--- src/rtl/delay_timer_scheduler.sv ---
// delay_timer_scheduler
//   Shares one countdown delay timer between NUM_REQ requesters. Requests are
//   arbitrated round-robin, the granted delay is loaded into a shared
//   down-counter that is paced by a prescaler (PRESCALE clk cycles per tick),
//   and a one-cycle completion pulse is returned to the owner.
//
// Ports:
//   clk       system clock, all logic on posedge
//   rst       synchronous active-high reset
//   req       per-requester level request, held until done or abort
//   delay     requested tick counts, slice i = delay[i*CNT_W +: CNT_W]
//   grant     one-hot owner of the timer, zero when idle
//   done      one-cycle pulse on the owner's bit when its delay expires
//   busy      timer in use
//   count_out remaining ticks of the current delay
module delay_timer_scheduler #(
    parameter int NUM_REQ  = 4,
    parameter int CNT_W    = 16,
    parameter int PRESCALE = 2
) (
    input  logic                     clk,
    input  logic                     rst,
    input  logic [NUM_REQ-1:0]       req,
    input  logic [NUM_REQ*CNT_W-1:0] delay,
    output logic [NUM_REQ-1:0]       grant,
    output logic [NUM_REQ-1:0]       done,
    output logic                     busy,
    output logic [CNT_W-1:0]         count_out
);

    localparam int IDX_W = $clog2(NUM_REQ);
    localparam int PS_W  = (PRESCALE > 1) ? $clog2(PRESCALE) : 1;
    localparam logic [PS_W-1:0]  PS_LAST  = PS_W'(PRESCALE - 1);
    localparam logic [IDX_W-1:0] IDX_LAST = IDX_W'(NUM_REQ - 1);

    typedef enum logic [1:0] {IDLE, LOAD, COUNT, DONE} stateT;

    stateT             state, stateNext;
    logic [IDX_W-1:0]  grantIdx, grantIdxNext;
    logic [IDX_W-1:0]  lastGrant, lastGrantNext;
    logic [PS_W-1:0]   prescaler, prescalerNext;
    logic [NUM_REQ-1:0] grantNext, doneNext;
    logic [CNT_W-1:0]  countNext, loadVal;
    logic              busyNext;
    logic [IDX_W-1:0]  pickIdx;
    logic              pickValid;

    // Round-robin pick: first set req bit scanning upward from lastGrant+1.
    always_comb begin : arbiter
        int unsigned cand;
        pickValid = 1'b0;
        pickIdx   = '0;
        cand      = 0;
        for (int unsigned k = 1; k <= NUM_REQ; k++) begin
            cand = (32'(lastGrant) + k) % NUM_REQ;
            if (!pickValid && req[IDX_W'(cand)]) begin
                pickValid = 1'b1;
                pickIdx   = IDX_W'(cand);
            end
        end
    end

    always_comb begin
        stateNext     = state;
        grantIdxNext  = grantIdx;
        lastGrantNext = lastGrant;
        prescalerNext = prescaler;
        grantNext     = grant;
        doneNext      = '0;
        countNext     = count_out;
        loadVal       = '0;

        for (int unsigned i = 0; i < NUM_REQ; i++) begin
            if (grantIdx == IDX_W'(i)) begin
                loadVal = delay[i*CNT_W +: CNT_W];
            end
        end

        case (state)
            IDLE: begin
                if (pickValid) begin
                    grantIdxNext = pickIdx;
                    for (int unsigned i = 0; i < NUM_REQ; i++) begin
                        grantNext[i] = (IDX_W'(i) == pickIdx);
                    end
                    stateNext = LOAD;
                end
            end
            LOAD: begin
                countNext     = loadVal;
                prescalerNext = '0;
                if (loadVal == '0) begin
                    stateNext = DONE;
                    doneNext  = grant;
                end else begin
                    stateNext = COUNT;
                end
            end
            COUNT: begin
                // Abort takes precedence over a tick on the same edge, so
                // count_out freezes at the value it showed when req dropped.
                if (!req[grantIdx]) begin
                    stateNext = IDLE;
                    grantNext = '0;
                end else if (prescaler == PS_LAST) begin
                    prescalerNext = '0;
                    if (count_out != '0) begin
                        countNext = count_out - CNT_W'(1);
                    end
                    if (count_out == CNT_W'(1)) begin
                        stateNext = DONE;
                        doneNext  = grant;
                    end
                end else begin
                    prescalerNext = prescaler + PS_W'(1);
                end
            end
            DONE: begin
                lastGrantNext = grantIdx;
                grantNext     = '0;
                stateNext     = IDLE;
            end
            default: begin
                grantNext = '0;
                stateNext = IDLE;
            end
        endcase

        busyNext = (stateNext != IDLE);
    end

    always_ff @(posedge clk) begin
        if (rst) begin
            state     <= IDLE;
            grantIdx  <= '0;
            lastGrant <= IDX_LAST;
            prescaler <= '0;
            grant     <= '0;
            done      <= '0;
            busy      <= 1'b0;
            count_out <= '0;
        end else begin
            state     <= stateNext;
            grantIdx  <= grantIdxNext;
            lastGrant <= lastGrantNext;
            prescaler <= prescalerNext;
            grant     <= grantNext;
            done      <= doneNext;
            busy      <= busyNext;
            count_out <= countNext;
        end
    end

endmodule

--- config.mk ---
export PLATFORM = sky130hd
export DESIGN_NAME = delay_timer_scheduler
export DESIGN_NICKNAME = d
export VERILOG_FILES = /design/src/rtl/delay_timer_scheduler.sv
export SDC_FILE = /design/constraint.sdc
export NUM_CORES = 1
export LEC_CHECK = 0
export CORE_ASPECT_RATIO = 0.5
export CORE_MARGIN = 2
export CORE_UTILIZATION = 25
export DETAILED_ROUTE_END_ITERATION = 10
export PLACE_DENSITY = 0.6
export SLEW_MARGIN = 10
export SYNTH_ARGS = -nofsm -noshare
export SYNTH_HDL_FRONTEND = slang
export SYNTH_SLANG_ARGS = --single-unit
--- constraint.sdc ---
create_clock -name clk -period 6.3 [get_ports clk]
set_input_delay 0.63 -clock clk [delete_from_list [all_inputs] [get_ports clk]]
set_output_delay 0.63 -clock clk [all_outputs]
set_load 0.01 [all_outputs]
==> results.yml <==
final_layout:
  fillerInstances: 982
  nNetsFinal: 432
  multi_input_area_sq_mm: 0.00165
  drive_gt1_frac: 0.135
  antenna_cells: 0
  syn_to_final_growth_pct: 49.8
  ff_latch_area_sq_um: 641
logic_synthesis:
  synth_top_cell_by_area: "dfxtp_1"
  synth_area_sq_mm: 0.00243
  ys_seq_area_frac: 0.264
  synthArstFlopShare: 0
  synthFlopType: "dfxtp_1"
  yosysTopAreaCellShare: 0.264
  synthTopCellsByCount: "nand2_1, dfxtp_1, a21oi_1, mux4_2, nor2_1"
  synth.ff_latch_count: 32
  syn_avg_cell_area_sq_um: 9.07
  synth_edf_count: 0
  synth_most_common_cell: "nand2_1"
  synth_cell_type_count: 56
  synth.top_cells.by_area: "dfxtp_1, mux4_2, nand2_1"
  synthCells: 268
  synth_nets: 346
  synth_warnings: 0
pwr:
  power.density_mw_per_mm2: 226
  cellLeakagePower_uw: 0.00124
  peakVddDrop_mv: 0.122
setup_path:
  arrival_ns: 3.37
  worstPathMaxFanout: 30
  cp_common_cell: "inv_1"
  startpoint_type: "flip-flop"
  path_class: "reg2reg"
  worstPathCellList: "inv_1 -> ha_1 -> inv_1 -> or4_2 -> a221oi_1 -> a31o_2"
  worst_r2r_startpoint: "state[0]$_SDFF_PP0_"
  cp_slowest_cell: "or4_2"
  endpoint_kind: "flip-flop"
  required_ns: 6.52
  slowest_delay_ns: 0.80
  crit_start: "state[0]$_SDFF_PP0_"
sta:
  worst_pin_slew_ns: 0.967
  fin_crit_ns: 3.15
  finalCritPeriodShare: 0.500
  hold_viol: 0
  relSlewSlack: 0.355
  slew_violations: 0
  timing.hold.ws_ns: 0.465
  clock_skew_ns: 0.00359
  setup_viol: 0
  tns_ns: 0
  rsz0062_at_grt: "false"
  fmax_mhz: 317
global_route:
  grt_use_total: 0.156
  gr-total-overflow: 0
  grt_pass1_vias: 2558
  grt_pass1_wl_mm: 13.0
  antenna_found_initial: 0
  grt_max_degree: 31
flow_run:
  maxCapViolations: 0
place:
  dp.final_hpwl_mm: 5.92
  portBuffers: 94
  routabilityCongestion: 0.769
drt:
  avgViaCountPerCell: 5.11
  postRouteAntennaNets: 0
  vias: 2506
  totalWireLength_mm: 7.98
  detail_route.first_pass.iterations: 5
  drc_errors: 0
  first_iter_violations: 199
  routedWlPerCell_um: 16.3
die:
  initial_core_util: 0.257
  die_y_um: 73.7
  die_x_um: 143
  row_count: 25
  die_area_sq_mm: 0.0106
  pin_count: 95
  core_region_area_sq_mm: 0.00945
cts:
  path_clk_slew_ns: 0.06
  htree_num_levels: 2
  cts_root_buf: "clkbuf_16"
  cts_setup_buffers: 0
  clockBufferDepth: 2
  insertion_delay_ns: 0.28
  cts.repair.resized: 0
  tritoncts: "yes"
  numClockSinks: 32
  cts_hold_buf: 0
  cts_made_buffers: 5
run_status:
  status: "finished clean"
worst_hold_path:
  min-delay-start: "grant[3]$_SDFFE_PP0P_"
  hp-class: "reg2reg"
==> power by group <==
group          total [uW]  switching, uW  internal, uW  leakage (uW)
Combinational         280            136           144      0.000890
Sequential            243           23.5           219      0.000262
Clock                 300           91.6           208     0.0000901
Total                 823            251           572       0.00124
==> metrics by stage <==
step                      utilization  instance area (sq um)  std cells  power (uW)  setup slack, ns
final                           0.385                   3640        490         823             3.15
after detailed placement        0.366                   3460        482         524             3.23
after global routing            0.385                   3640        490         864             2.93
after floorplan                     -                   2430        268         411             4.19
after global placement          0.366                   3460        482         524             3.29
after CTS                       0.385                   3640        490         826             3.20
==> cell type report <==
class / count / share of cell area
clock buffers: 7 / 0.0419
clock inverters: 1 / 0.00825
inverters: 10 / 0.0103
multi-input cells: 209 / 0.454
flip-flops and latches: 32 / 0.176
well taps: 135 / 0.0464
repair buffers: 96 / 0.263
==> layout by cell type (no fill, tap or decap), types with 4 or more instances in the layout <==
| master | instances |
|---|---|
| a21oi_1 | 23 |
| a22oi_1 | 5 |
| clkbuf_16 | 5 |
| clkdlybuf4s50_1 | 94 |
| dfxtp_1 | 32 |
| ha_1 | 8 |
| inv_1 | 10 |
| mux2i_1 | 9 |
| mux4_2 | 15 |
| nand2_1 | 33 |
| nand2b_1 | 4 |
| nand3_1 | 4 |
| nand4_1 | 4 |
| nor2_1 | 15 |
| nor3_1 | 7 |
| nor3b_1 | 6 |
| nor4_1 | 8 |
| o21ai_0 | 6 |
| o22ai_1 | 4 |
| o31a_1 | 4 |
| o32ai_1 | 10 |
==> cell families after synthesis <==
group | share of synthesized area
flip-flops | 0.264
adder cells (fa/ha/maj) | 0.0412
buffers and inverters | 0.0556
AO/OA/AOI/OAI | 0.236
multiplexers | 0.185
AND/OR/NAND/NOR | 0.218
==> flip-flops by register name, summed over array words and instances (netlist names) <==
register	cells
prescaler	1
busy	1
count_out	16
lastGrant	2
grantIdx	2
state	2
grant	4
done	4
==> worst paths after layout <==
| check | to | slack, ns | cells past startpoint |
|---|---|---|---|
| worst max register to register | count_out[15]$_SDFFE_PP0P_ | 3.15 | 6 |
| worst max-delay path | count_out[15]$_SDFFE_PP0P_ | 3.15 | 6 |
| worst min-delay path | grant[3]$_SDFFE_PP0P_ | 0.46 | 2 |
| worst min register to register | grant[3]$_SDFFE_PP0P_ | 0.46 | 2 |
==> critical path: cells and delay by family (launching register included) <==
| kind | cells | cell delay (ns) |
|---|---|---|
| DFF | 1 | 0.34 |
| and+or+nand+nor | 1 | 0.80 |
| adders and majority gates | 1 | 0.70 |
| AOI/OAI and AO/OA | 2 | 0.44 |
| buffers and inverters | 2 | 0.80 |
==> routing by layer <==
layer  part of all wire  vias to the layer above  wire [um]  track usage
li1                   -                     1211          -            -
met1               0.47                     1223       3730        0.209
met2               0.48                       66       3830        0.261
met5                  0                        -          0            0
met3              0.043                        6        345       0.0267
met4             0.0095                        0         76       0.0414
Note: power is estimated with default switching activity, not from simulation.
